<file path="config.mk">
export PLATFORM = sky130hd
export DESIGN_NAME = pipeline_sequencer
export DESIGN_NICKNAME = d
export VERILOG_FILES = /design/src/rtl/pipeline_sequencer.sv
export SDC_FILE = /design/constraint.sdc
export NUM_CORES = 1
export LEC_CHECK = 0
export CAP_MARGIN = 5
export CORE_ASPECT_RATIO = 0.6
export CORE_UTILIZATION = 41
export DETAILED_ROUTE_END_ITERATION = 8
export PLACE_DENSITY_LB_ADDON = 0.1
export SYNTH_ARGS = -nofsm -noshare
export SYNTH_HDL_FRONTEND = slang
export SYNTH_SLANG_ARGS = --single-unit
</file>
<file path="constraint.sdc">
create_clock -name clk -period 2.2 [get_ports clk]
set_input_delay 0.44 -clock clk [delete_from_list [all_inputs] [get_ports clk]]
set_output_delay 0.44 -clock clk [all_outputs]
set_load 0.02 [all_outputs]
</file>
<file path="src/rtl/pipeline_sequencer.sv">
// Frame sequencer for the capture -> grayscale -> filter pipeline.
// Steps the stage enables and the RWM direction strobes. Includes a per-stage watchdog and an ERROR trap.
module pipeline_sequencer #(
    parameter int unsigned TIMEOUT = 4096,
    parameter int unsigned CNT_W   = 16
) (
    input  logic             clk,
    input  logic             rst_n,
    input  logic             start,
    input  logic             stop,
    input  logic             continuous,
    input  logic             err_clr,
    input  logic             cap_done,
    input  logic             gs_done,
    input  logic             flt_done,
    output logic             cap_en,
    output logic             gs_en,
    output logic             flt_en,
    output logic             rwm1_en,
    output logic             rwm1_rw,
    output logic             rwm2_en,
    output logic             rwm2_rw,
    output logic             busy,
    output logic             error,
    output logic [2:0]       state,
    output logic [CNT_W-1:0] frame_cnt
);

    localparam int unsigned WD_W = $clog2(TIMEOUT + 1);
    localparam logic [WD_W-1:0] WD_LAST = WD_W'(TIMEOUT - 1);

    typedef enum logic [2:0] {
        S_IDLE    = 3'd0,
        S_CAPTURE = 3'd1,
        S_GRAY    = 3'd2,
        S_FILTER  = 3'd3,
        S_ERROR   = 3'd4
    } state_t;

    state_t           cur_state, nxt_state;
    logic [WD_W-1:0]  wd_q, wd_d;
    logic [CNT_W-1:0] cnt_d;
    logic             stop_pending, stop_pending_d;
    logic             cap_en_d, gs_en_d, flt_en_d;
    logic             rwm1_en_d, rwm1_rw_d, rwm2_en_d, rwm2_rw_d;
    logic             busy_d, error_d;

    assign state = cur_state;

    always_comb begin
        nxt_state      = cur_state;
        cnt_d          = frame_cnt;
        wd_d           = wd_q;
        stop_pending_d = stop_pending;

        case (cur_state)
            S_IDLE: begin
                if (start) begin
                    nxt_state = S_CAPTURE;
                    if (stop) stop_pending_d = 1'b1;
                end
            end
            S_CAPTURE: begin
                if (cap_done)             nxt_state = S_GRAY;
                else if (wd_q == WD_LAST) nxt_state = S_ERROR;
                else                      wd_d = wd_q + 1'b1;
            end
            S_GRAY: begin
                if (gs_done)              nxt_state = S_FILTER;
                else if (wd_q == WD_LAST) nxt_state = S_ERROR;
                else                      wd_d = wd_q + 1'b1;
            end
            S_FILTER: begin
                if (flt_done) begin
                    cnt_d     = frame_cnt + 1'b1;
                    // A stop arriving on the boundary edge itself also ends the loop.
                    nxt_state = (continuous && !stop_pending && !stop) ? S_CAPTURE : S_IDLE;
                end else if (wd_q == WD_LAST) begin
                    nxt_state = S_ERROR;
                end else begin
                    wd_d = wd_q + 1'b1;
                end
            end
            S_ERROR: begin
                if (err_clr) nxt_state = S_IDLE;
            end
            default: nxt_state = S_IDLE;
        endcase

        if (stop && cur_state != S_IDLE) stop_pending_d = 1'b1;
        if (nxt_state != cur_state)      wd_d = '0;
        if (nxt_state == S_IDLE && cur_state != S_IDLE) stop_pending_d = 1'b0;
    end

    // Outputs are decoded from the next state so they register alongside it.
    always_comb begin
        cap_en_d  = 1'b0;
        gs_en_d   = 1'b0;
        flt_en_d  = 1'b0;
        rwm1_en_d = 1'b0;
        rwm1_rw_d = 1'b0;
        rwm2_en_d = 1'b0;
        rwm2_rw_d = 1'b0;
        busy_d    = 1'b0;
        error_d   = 1'b0;
        case (nxt_state)
            S_CAPTURE: begin
                cap_en_d  = 1'b1;
                rwm1_en_d = 1'b1;
                rwm1_rw_d = 1'b1;
                busy_d    = 1'b1;
            end
            S_GRAY: begin
                gs_en_d   = 1'b1;
                rwm1_en_d = 1'b1;
                rwm2_en_d = 1'b1;
                rwm2_rw_d = 1'b1;
                busy_d    = 1'b1;
            end
            S_FILTER: begin
                flt_en_d  = 1'b1;
                rwm2_en_d = 1'b1;
                busy_d    = 1'b1;
            end
            S_ERROR: error_d = 1'b1;
            default: ;
        endcase
    end

    always_ff @(posedge clk or negedge rst_n) begin
        if (!rst_n) begin
            cur_state    <= S_IDLE;
            wd_q         <= '0;
            frame_cnt    <= '0;
            stop_pending <= 1'b0;
            cap_en       <= 1'b0;
            gs_en        <= 1'b0;
            flt_en       <= 1'b0;
            rwm1_en      <= 1'b0;
            rwm1_rw      <= 1'b0;
            rwm2_en      <= 1'b0;
            rwm2_rw      <= 1'b0;
            busy         <= 1'b0;
            error        <= 1'b0;
        end else begin
            cur_state    <= nxt_state;
            wd_q         <= wd_d;
            frame_cnt    <= cnt_d;
            stop_pending <= stop_pending_d;
            cap_en       <= cap_en_d;
            gs_en        <= gs_en_d;
            flt_en       <= flt_en_d;
            rwm1_en      <= rwm1_en_d;
            rwm1_rw      <= rwm1_rw_d;
            rwm2_en      <= rwm2_en_d;
            rwm2_rw      <= rwm2_rw_d;
            busy         <= busy_d;
            error        <= error_d;
        end
    end

endmodule

</file>
==> flow_summary.ini, run 1 <==
[die]
initial_utilization_pct = 44.8
die_x_um = 90.7
die-area_um2 = 5010
rows = 18
fp.dieH_um = 55.2
num_io_pins = 37
coreArea_um2 = 4320

[synthesis]
yosysUniqueCellTypes = 42
synth_area_leaders = dfrtp_1 52%, xnor2_1 10%, nor2_1 4.3%
synth_area_um2 = 1940
ys_seq_area_share_pct = 51.7
yosysWarnings = 0
yosysTopAreaCell = dfrtp_1
ys_ff_latch = 40
syn_inst = 182
synth.net_count = 193
synth_top_area_share_pct = 51.7
synth_area_per_cell_um2 = 10.6

[critical_path]
cp_num_buf_inv = 0
slowest_stage = nor4_4
cpPeakStageDelay_ns = 0.44
startpoint_type = flop
crit_cells = 6
crit_required_ns = 2.37
worstRegToRegCells = 6
crit_type = flop to flop
crit_family = simple AND/OR/NAND/NOR gates
arrival_ns = 2.23
critPathMaxFanout = 6
endpoint_kind = flop
crit_chain = ha_1 -> nand3_1 -> nor4_4 -> o21ba_2 -> nand2_2 -> o32a_1

[detailed_routing]
ant_nets = 0
first_pass_iters = 4
routed_wirelength_mm = 4.04
detail_route.vias_per_cell = 5.24
routedWlPerCell_um = 14.1
drc = 0
num_vias = 1505
drtIter0Drc = 66

[final_layout]
regArea_um2 = 1000
area_growth_pct = 29.7
multi_input_area_um2 = 865
antenna_cells = 0
nets = 237
fin_area_um2 = 2510
final_common_cell = dfrtp_1
drive_above_1_share_pct = 11.9
layout_common_cells = 40 x dfrtp_1, 35 x clkdlybuf4s50_1, 23 x xnor2_1, 22 x nor2_1
n_fill_cell = 383

[timing]
report.final.slew_viol_count = 0
setup_viol = 0
rsz0062_at_grt = false
period_share_pct = 93.4
finalSetupTns_ns = 0
max_freq_mhz = 487
clock_skew_ns = 0.0101
period_minus_slack_ns = 2.06
worst_slew_pin_slew_ns = 0.503
relSlewSlack_pct = 66.5
hold_viol = 0

[run]
maxCapViolations = 0

[power_and_ir_drop]
powerDensity_nw_per_um2 = 1090
ir_worst_vdd_v = 0.000449
p_leak_nw = 1.06

[global_routing]
grt_pass1_wl_mm = 7.00
gr-total-overflow = 0
grt_usage_pct = 17.6
grt_pass1_vias = 1445
antenna_found_initial = 0
grt_max_degree = 41

[run_status]
status = complete, no violations

[clocking]
post_cts.repair.setup_buffers = 0
clock-sinks = 40
clock_latency_ns = 0.29
cts_tree = built
cts_buffers = 5
post_cts_resized = 0
cts.root.buffer_cell = clkbuf_8
holdBufCountCts = 0
clk_pin_slew_ns = 0.08
cts_max_path_buffers = 2
htree_levels = 2

[place]
place_area_um2 = 2390
place_congestion = 0.879
io_buffers = 36
dpl.hpwl_mm = 3.00

[min_path]
hold_path_class = input port to asynchronous set/reset pin
-- power breakdown --
group          switching (mW)  total, mW  internal, mW
clock network           0.255      0.626         0.371
logic                   0.556       1.07         0.515
registers               0.166       1.04         0.871
-- registers in the layout, summed over array words and instances, names as in the netlist --
signal        flops
state             3
frame_cnt        16
busy              1
wd_q             13
rwm1_en           1
rwm1_rw           1
stop_pending      1
error             1
rwm2_rw           1
rwm2_en           1
flt_en            1
-- metrics by stage --
step	util (%)	total power, mW	cells	setup WS (ns)	hold slack, ns
finish	58.1	2.73	287	0.145	0.191
CTS	58.1	2.76	287	0.158	0.211
global placement	55.3	2.08	279	0.0804	0.459
detailed placement	55.3	2.12	279	-0.0768	0.470
floorplan	-	1.69	182	0.310	0.144
global route	58.1	2.90	287	0.0567	0.238
-- cell families (layout without fill, tap and decap cells) --
logic type | count (synthesis) | in the layout | synth area share (%)
simple gates | 78 | 78 | 22.4
flops | 40 | 40 | 51.7
xor+xnor | 26 | 26 | 11.8
compound gates | 19 | 19 | 7.63
buf+inv | 14 | 59 | 3.62
mux | 3 | 3 | 1.62
fa+ha+maj | 2 | 2 | 1.29
-- cell type report --
class,count,share of cell area (%)
Sequential cell,40,39.9
Multi-Input combinational cell,128,34.4
Timing Repair Buffer,46,17.1
Clock buffer,6,3.29
Tap cell,60,2.99
Clock inverter,2,1.54
Inverter,5,0.747
-- Yosys cell counts (all sizes together) --
cell    number
nor4         6
and4b        1
a31oi        2
nand2b       2
a311oi       1
a21oi        2
a21boi       1
inv          5
nand3       11
o221a        1
nand3b       3
ha           2
mux2i        2
a22oi        1
nor4b        3
o32a         1
o21ba        1
o21ai        2
and4         2
nor3         2
nor2        22
xor2         3
clkbuf       3
nor2b        1
and3         1
mux2         1
nand4        7
or2          2
nand2       12
and2         1
o21a         3
nor3b        2
dfrtp       40
o21bai       1
xnor2       23
o31a         1
o22ai        2
buf          6
-- worst paths after layout --
| path | from | to | slack (ns) |
|---|---|---|---|
| hold / removal | rst_n | stop_pending$_DFFE_PN0P_ | 0.19 |
| hold reg to reg | frame_cnt[15]$_DFFE_PN0P_ | frame_cnt[15]$_DFFE_PN0P_ | 0.47 |
| min in group clk | frame_cnt[15]$_DFFE_PN0P_ | frame_cnt[15]$_DFFE_PN0P_ | 0.47 |
| setup / recovery | wd_q[0]$_DFFE_PN0P_ | stop_pending$_DFFE_PN0P_ | 0.14 |
| max in group asynchronous | rst_n | wd_q[1]$_DFFE_PN0P_ | 1.65 |
| setup reg to reg | wd_q[0]$_DFFE_PN0P_ | stop_pending$_DFFE_PN0P_ | 0.14 |
-- metal layers --
metal	global-route usage, %	routed length [µm]	up-vias
met5	0	0	-
met4	5.53	44	0
met3	4.96	213	6
met2	24.8	1720	38
met1	26.0	2060	733
li1	-	-	728
Power figures use the tool's default switching activity.
==> run 2: changes to the inputs <==
Settings changed: CELL_PAD_IN_SITES_DETAIL_PLACEMENT set to 0, CELL_PAD_IN_SITES_GLOBAL_PLACEMENT set to 1, CORE_UTILIZATION 41 to 36, PLACE_DENSITY set to 0.83, PLACE_DENSITY_LB_ADDON 0.1 to unset.
Clock period 2.2 ns to 1.8 ns, I/O delays scaled along.
==> run 2 against run 1 <==
  * Clock-buffer cell count shrank 1
  * Sequential share of layout area shrank 4.7 points
  * Die area up 13%
  * Critical endpoint is now wd_q[12]$_DFFE_PN0P_
==> flow_summary.ini, run 2 (synthesis results as in run 1) <==
[critical_path]
worstRegToRegCells = 8
r2r-start = wd_q[0]$_DFFE_PN0P_
cp_num_buf_inv = 2
crit_cells = 8
r2r-end = wd_q[12]$_DFFE_PN0P_
endpoint_kind = flop
arrival_ns = 1.95
crit_family = simple AND/OR/NAND/NOR gates
crit_required_ns = 2.01
crit_chain = ha_2 -> nand3_2 -> nor4_4 -> buf_4 -> nor3b_1 -> o22ai_2 -> buf_6 -> a311oi_2
startpoint_type = flop
crit_type = flop to flop
slowest_stage = dfrtp_1
rrSetupSlack_ns = 0.06
critPathMaxFanout = 7
cpPeakStageDelay_ns = 0.39

[global_routing]
grt.met1_usage_pct = 22.5
grt_usage_pct = 15.7
met3_usage_pct = 6.53
gr-total-overflow = 0
grt_pass1_vias = 1401
antenna_found_initial = 0
gr-max-usage-layer = met1
grt_max_degree = 41
gr-usage-met2_pct = 21.4
grt_pass1_wl_mm = 6.87

[place]
io_buffers = 36
dpl.hpwl_mm = 2.91
place_congestion = 0.832
dpl.cell_count = 305

[final_layout]
n_fill_cell = 449
largest-register = frame_cnt
final_common_cell = dfrtp_1
final_cell_count_no_fill = 319
nets = 264
antenna_cells = 0
layout_common_cells = 37 x dfrtp_1, 34 x buf_4, 28 x clkdlybuf4s50_1, 23 x xnor2_1, 22 x nor2_1
drive_above_1_share_pct = 28.9
fin_util_pct = 56.0
area_growth_pct = 47.8
largest_register_ffs = 16

[detailed_routing]
detail_route.vias_per_cell = 5.00
routed_wirelength_mm = 4.45
drtIter0Drc = 38
num_vias = 1594
first_pass_iters = 4
drc = 0
ant_nets = 0
routedWlPerCell_um = 13.9

[clocking]
holdBufCountCts = 0
cts_buffers = 5
cts.root.buffer_cell = clkbuf_8
clock_latency_ns = 0.30
clock-sinks = 40
htree_levels = 2
cts_max_path_buffers = 2
cts_tree = built
clk_pin_slew_ns = 0.08

[timing]
relSlewSlack_pct = 66.8
report.final.slew_viol_count = 0
clock_skew_ns = 0.00855
hold_viol = 0
max_freq_mhz = 573
finalSetupTns_ns = 0
rsz0062_at_grt = true
period_minus_slack_ns = 1.74
period_share_pct = 96.9
setup_viol = 0
worst_slew_pin_slew_ns = 0.498

[die]
die-area_um2 = 5680
num_io_pins = 37
initial_utilization_pct = 37.9
rows = 20
die_x_um = 96.7
fp.dieH_um = 58.8
coreArea_um2 = 5100

[power_and_ir_drop]
powerDensity_nw_per_um2 = 1320
ir_worst_vdd_v = 0.000544
p_leak_nw = 1.27
power_mw = 3.77

[run]
maxCapViolations = 0

[run_status]
status = complete, no violations

[min_path]
hold_path_class = input port to asynchronous set/reset pin
-- run 2: final cells by class --
type,instances,area (µm²),area share (%)
Clock inverter,2,60.1,2.10
Timing Repair Buffer,73,651,22.7
Clock buffer,5,68.8,2.41
Inverter,5,18.8,0.656
Multi-Input combinational cell,128,975,34.1
Tap cell,66,82.6,2.89
Sequential cell,40,1000,35.1
-- run 2: how the worst max path moves through the flow --
| stage | start | end | slack, ns |
|---|---|---|---|
| after floorplan | wd_q[5]$_DFFE_PN0P_ | stop_pending$_DFFE_PN0P_ | 0.0007 |
| after CTS | wd_q[1]$_DFFE_PN0P_ | stop_pending$_DFFE_PN0P_ | 0.001 |
| after detailed placement | cap_done | wd_q[5]$_DFFE_PN0P_ | -0.25 |
| final | wd_q[0]$_DFFE_PN0P_ | wd_q[12]$_DFFE_PN0P_ | 0.06 |
| after global routing | wd_q[7]$_DFFE_PN0P_ | wd_q[10]$_DFFE_PN0P_ | -0.03 |
| after global placement | cap_done | wd_q[5]$_DFFE_PN0P_ | -0.26 |
-- run 2: metrics by stage --
stage	setup WS (ns)	area, µm²	hold slack (ns)
final	0.0552	2860	0.112
after global routing	-0.0309	2860	0.153
after CTS	0.00139	2700	0.123
after detailed placement	-0.249	2550	0.455
after global placement	-0.260	2550	0.443
after floorplan	0.000740	1940	0.0644
-- run 2: per-layer routing --
| metal | wire (µm) | up-vias |
|---|---|---|
| li1 | - | 778 |
| met1 | 2330 | 774 |
| met2 | 1880 | 40 |
| met3 | 212 | 2 |
| met4 | 24 | 0 |
| met5 | 0 | - |
-- run 2: where the power goes --
| part | total [mW] | internal (mW) | switching [mW] | leakage (nW) |
|---|---|---|---|---|
| clock network | 0.856 | 0.546 | 0.310 | 0.0642 |
| logic | 1.67 | 0.842 | 0.832 | 0.674 |
| registers | 1.24 | 1.07 | 0.173 | 0.527 |
| total | 3.77 | 2.46 | 1.32 | 1.27 |
-- run 2: worst register-to-register path: cells and delay by family, from the launching register on --
kind	cells	cell delay, ns
simple gates	3	0.42
flops	1	0.39
fa+ha+maj	1	0.20
buf+inv	2	0.31
compound gates	2	0.34
-- run 2: repair_timing --
item                       CTS  global route
pin swaps                    2             5
hold endpoints to repair     0             0
gates cloned                 0             1
setup endpoints to repair    6            21
gates resized for setup      7            28
buffers inserted             2             4
